<file path="src/rtl/thermo_pkg.sv">
// Shared types and encodings for the thermostat sequencing controller.
package thermo_pkg;

  localparam int unsigned TEMP_W = 4;
  localparam int unsigned STATE_W = 2;

  localparam logic [STATE_W-1:0] ST_IDLE = 2'd0;
  localparam logic [STATE_W-1:0] ST_HEAT = 2'd1;
  localparam logic [STATE_W-1:0] ST_COOL = 2'd2;

  typedef enum logic [STATE_W-1:0] {
    IDLE = ST_IDLE,
    HEAT = ST_HEAT,
    COOL = ST_COOL
  } state_t;

  typedef enum logic [1:0] {
    C_NONE = 2'd0,
    C_LT   = 2'd1,
    C_EQ   = 2'd2,
    C_GT   = 2'd3
  } class_t;

  // {lt, eq, gt} one-hot view of a classification; C_NONE maps to all zero.
  function automatic logic [2:0] class_onehot(input class_t c);
    logic [2:0] v;
    v = 3'b000;
    case (c)
      C_LT:    v = 3'b100;
      C_EQ:    v = 3'b010;
      C_GT:    v = 3'b001;
      default: v = 3'b000;
    endcase
    return v;
  endfunction

endpackage

</file>
<file path="src/rtl/temp_classifier.sv">
// Combinational unsigned compare of a temperature code against a fixed setpoint.
module temp_classifier
  import thermo_pkg::*;
#(
  parameter int unsigned SETPOINT = 12
) (
  input  logic [TEMP_W-1:0] i_temp,
  output class_t            o_class_c
);

  localparam logic [TEMP_W-1:0] SP = TEMP_W'(SETPOINT);

  always_comb begin
    o_class_c = C_EQ;
    if (i_temp < SP) begin
      o_class_c = C_LT;
    end else if (i_temp > SP) begin
      o_class_c = C_GT;
    end
  end

endmodule

</file>
<file path="src/rtl/thermostat_ctrl.sv">
// Debounced IDLE/HEAT/COOL controller with minimum-run protection against short-cycling.
module thermostat_ctrl
  import thermo_pkg::*;
#(
  parameter int unsigned SETPOINT = 12,
  parameter int unsigned CONFIRM  = 3,
  parameter int unsigned MIN_RUN  = 8
) (
  input  logic               clk,
  input  logic               rst_n,
  input  logic               sample,
  input  logic [TEMP_W-1:0]  temp,
  output logic               heat,
  output logic               cool,
  output logic               lt,
  output logic               eq,
  output logic               gt,
  output logic [STATE_W-1:0] state
);

  localparam int unsigned CONF_W = $clog2(CONFIRM + 1);
  localparam int unsigned RUN_W  = $clog2(MIN_RUN + 1);
  localparam logic [CONF_W-1:0] CONF_MAX = CONF_W'(CONFIRM);
  localparam logic [RUN_W-1:0]  RUN_MAX  = RUN_W'(MIN_RUN);

  state_t            r_state;
  state_t            w_next_state;
  class_t            w_class;
  class_t            r_prev;
  logic [CONF_W-1:0] r_conf;
  logic [CONF_W-1:0] w_conf_upd;
  logic [RUN_W-1:0]  r_run;
  logic [RUN_W-1:0]  w_run_upd;
  logic              w_conf_done;
  logic              w_run_done;
  logic              r_heat;
  logic              r_cool;
  logic              r_lt;
  logic              r_eq;
  logic              r_gt;

  temp_classifier #(
    .SETPOINT (SETPOINT)
  ) u_classifier (
    .i_temp    (temp),
    .o_class_c (w_class)
  );

  // Post-update counter values for this sample; decisions are taken on these.
  always_comb begin
    w_conf_upd = CONF_W'(1);
    w_run_upd  = '0;
    if (w_class == r_prev) begin
      w_conf_upd = (r_conf == CONF_MAX) ? r_conf : r_conf + CONF_W'(1);
    end
    if (r_state == HEAT || r_state == COOL) begin
      w_run_upd = (r_run == RUN_MAX) ? r_run : r_run + RUN_W'(1);
    end
    w_conf_done = (w_conf_upd == CONF_MAX);
    w_run_done  = (w_run_upd == RUN_MAX);
  end

  always_comb begin
    w_next_state = r_state;
    case (r_state)
      IDLE: begin
        if (sample && w_conf_done) begin
          if (w_class == C_LT) w_next_state = HEAT;
          else if (w_class == C_GT) w_next_state = COOL;
        end
      end
      HEAT: begin
        if (sample && w_conf_done && w_run_done && (w_class == C_EQ || w_class == C_GT))
          w_next_state = IDLE;
      end
      COOL: begin
        if (sample && w_conf_done && w_run_done && (w_class == C_EQ || w_class == C_LT))
          w_next_state = IDLE;
      end
      default: w_next_state = IDLE;
    endcase
  end

  always_ff @(posedge clk or negedge rst_n) begin
    if (!rst_n) begin
      r_state <= IDLE;
      r_heat  <= 1'b0;
      r_cool  <= 1'b0;
    end else begin
      r_state <= w_next_state;
      r_heat  <= (w_next_state == HEAT);
      r_cool  <= (w_next_state == COOL);
    end
  end

  // Counters restart on any state change so each state needs its own confirmation.
  always_ff @(posedge clk or negedge rst_n) begin
    if (!rst_n) begin
      r_prev <= C_NONE;
      r_conf <= '0;
      r_run  <= '0;
      r_lt   <= 1'b0;
      r_eq   <= 1'b0;
      r_gt   <= 1'b0;
    end else if (sample) begin
      r_prev <= w_class;
      {r_lt, r_eq, r_gt} <= class_onehot(w_class);
      if (w_next_state != r_state) begin
        r_conf <= '0;
        r_run  <= '0;
      end else begin
        r_conf <= w_conf_upd;
        r_run  <= w_run_upd;
      end
    end
  end

  assign heat  = r_heat;
  assign cool  = r_cool;
  assign lt    = r_lt;
  assign eq    = r_eq;
  assign gt    = r_gt;
  assign state = r_state;

endmodule

</file>
<file path="config.mk">
export PLATFORM = sky130hd
export DESIGN_NAME = thermostat_ctrl
export DESIGN_NICKNAME = d
export VERILOG_FILES = /design/src/rtl/thermo_pkg.sv /design/src/rtl/temp_classifier.sv /design/src/rtl/thermostat_ctrl.sv
export SDC_FILE = /design/constraint.sdc
export NUM_CORES = 1
export LEC_CHECK = 0
export BUFFER_PORTS_ARGS = -buffer_cell sky130_fd_sc_hd__buf_4
export CORE_ASPECT_RATIO = 1.2
export CORE_UTILIZATION = 56
export DETAILED_ROUTE_END_ITERATION = 8
export PLACE_DENSITY_LB_ADDON = 0.25
export SYNTH_ARGS = -nofsm -noshare
export SYNTH_HDL_FRONTEND = slang
export SYNTH_SLANG_ARGS = --single-unit
</file>
<file path="constraint.sdc">
create_clock -name clk -period 2.7 [get_ports clk]
set_input_delay 0.135 -clock clk [delete_from_list [all_inputs] [get_ports clk]]
set_output_delay 0.135 -clock clk [all_outputs]
set_load 0.01 [all_outputs]
</file>
==> out/results.ini <==
[route]
final_antenna_net_count=0
route.detailed.drc=0
met2_length_um=1160
wl_met3_um=97
drt_iter0_drc=23
firstDrtPassIters=4
finalWirelength_um=2210
maxUsedRoutingLayer=met4
num_vias=960
avgViaCountPerCell=6.40
routedWlPerCell_um=14.7
met1Wirelength_um=883

[layout]
area_delta_synth_final_pct=14.7
final_common_cell=dfrtp_1
nFillCells=146
finalNonFillerCells=150
fin_nets=146
drive_gt1_share_pct=20.5
final_cell_mix=15 x dfrtp_1, 14 x inv_1, 13 x buf_4
fin_util_pct=71.0
antennaDiodeCount=0
final_area_um2=1190

[global_routing]
grt_max_degree=16
grt_antenna_before_repair=0
overflow=0
grt_pass1_vias=926
grt_use_total_pct=26.7
grt_pass1_wl_um=3800

[setup_path]
r2r-end=r_run[3]
reg2reg_slack_ps=330
critPathCaptureType=flop
startpoint=state[1]
endpoint=r_run[3]
timing.rr.start=state[1]
crit_type=reg2reg
reg2reg_depth=8
critPathMaxFanout=10
worstPathRequired_ps=2900
critPathLaunchType=flop
crit_arrival_ps=2560

[placement]
place_inst=145
dp_hpwl_um=1720
portBuffers=13
post_dp_cell_area_um2=1160
place_congestion=0.887

[timing]
finalSetupViolations=0
fmax_ghz=0.422
drv_slew=0
tightestPinTransition_ps=575
maxSlewHeadroom_pct=61.3
min_period_ps=2370
finalHoldViolCount=0
fin_tns_setup_ps=0
rsz0062_at_grt=no
clock_skew_ps=3.82
period_share_pct=87.7

[floorplan]
fp.dieH_um=49.2
rows=16
io_pins=14
die_area_um2=2040
die_w_um=41.4
core-area_um2=1680
initial_core_util_pct=61.9

[clock_tree]
cts_max_level=1
cts_root_buf=clkbuf_4
numCtsBuffers=3
clock_latency_ps=290
cts_setup_buffers=0
tritoncts=built
clock_path_buffers=2
clk_pin_slew_worst_paths_ps=90
cts.sinks=15

[logic_synthesis]
yosysUniqueCellTypes=44
avgSynthCellArea_um2=9.05
seq_area_frac_synth_pct=36.1
synth_area_um2=1040
synth_area_leader_cell=dfrtp_1
yosys.area.top_type_share_pct=36.1
syn-num-nets=128
synth-seq-cells=15
synth_warnings=0
syn_inst=115
synthTopCellsByArea=dfrtp_1 36%, ha_1 7.2%, inv_1 5.0%

[pwr]
clockPowerShare_pct=13.9
p_comb_share_pct=50.1
power_frac_seq_pct=36.0
p_leak_nw=0.542
switchingPower_mw=0.400
worst_ir_drop_vdd_v=0.000561
switching_share_pct=42.3
p_per_area_nw_per_um2=792
power.internal_mw=0.546

[flow_run]
maxCapViolations=0

[status]
status=completed

[hold_path]
hold_class=in2reg

## cell type report
cell class              instances  area [µm²]  share of cell area (%)
clock buffers                   4        26.3                    2.20
multi-input cells              85         609                    51.0
repair buffers                 14         108                    9.01
well taps                      18        22.5                    1.89
flip-flops and latches         15         375                    31.4
inverters                      14        52.6                    4.40
## registers in the layout, indices dropped and copies added (netlist names)
name / count
r_run: 4
r_conf: 2
r_prev: 2
state: 2
cool: 1
eq: 1
gt: 1
heat: 1
lt: 1
## synth_stat cells
cell type  instances
a211o_2            1
a211oi_1           1
a211oi_2           1
a21bo_2            1
a21o_2             1
a21oi_1            4
a221oi_2           1
a22o_1             1
a31oi_1            4
and2_1             1
and3_1             1
and3b_1            1
and4b_1            1
clkbuf_1           1
dfrtp_1           15
ha_1               6
inv_1             14
mux2i_1            1
nand2_1           10
nand3_1            7
nand3b_1           1
nand3b_4           1
nand4_1            2
nor2_1             4
nor2b_1            1
nor3_1             3
nor3b_1            1
nor4b_1            1
o21a_1             2
o21ai_0            5
o21ai_1            2
o21ba_2            1
o21bai_1           1
o221ai_1           1
o221ai_2           1
o22ai_1            2
o22ai_2            1
o2bb2ai_1          1
o31a_1             1
o31ai_1            4
o32ai_1            1
or3_1              3
or3_2              1
or3_4              1
## how the worst min path moves through the flow
stage                     startpoint   endpoint  slack [ps]  cells past startpoint
final                         sample  r_conf[0]         130                      2
after global routing          sample  r_conf[0]         150                      2
after CTS                     sample  r_conf[0]         130                      2
after detailed placement       rst_n   r_run[1]          -2                      1
after global placement         rst_n   r_run[1]          -3                      1
after floorplan                rst_n       cool        -160                      0
## power groups by stage
stage / Combinational [mW] / Clock, mW / Sequential [mW]
after floorplan: 0.331 / 0 / 0.343
after global placement: 0.455 / 0 / 0.339
after detailed placement: 0.468 / 0 / 0.344
after CTS: 0.472 / 0.132 / 0.341
after global routing: 0.533 / 0.142 / 0.354
final: 0.474 / 0.132 / 0.340
## what timing repair did
| action | CTS | global route |
|---|---|---|
| hold buffers | 1 | 0 |
| gates resized for setup | 0 | 0 |
| endpoints found under the hold margin | 15 | 0 |
## through the flow
step / worst slack [ps] / total power, mW / hold slack [ps]
floorplan: 593 / 0.674 / -161
global placement: 534 / 0.794 / -2.99
detailed placement: 385 / 0.812 / -1.84
CTS: 358 / 0.945 / 132
global route: 80.4 / 1.03 / 151
finish: 331 / 0.946 / 129
## cell families (layout without fill, tap and decap cells)
logic type	Yosys count	count (layout)	synth area share, %
fa+ha+maj	6	6	7.21
simple gates	40	40	22.5
flops	15	15	36.1
buf+inv	15	32	5.41
compound gates	38	38	27.9
mux	1	1	0.962
## layer usage
metal,vias up,GRT usage [%]
li1,459,-
met5,-,0
met1,466,30.4
met4,0,12.4
met2,28,46.1
met3,7,2.74
## worst max-delay path: stages, from the launching register on
cell,delay (ps)
dfrtp_1,520
inv_1,110
ha_1,330
and3b_1,200
mux2i_1,270
a221oi_2,90
o221ai_2,330
nand2_1,150
o32ai_1,280
No activity file was read; power rests on OpenSTA's default activity.
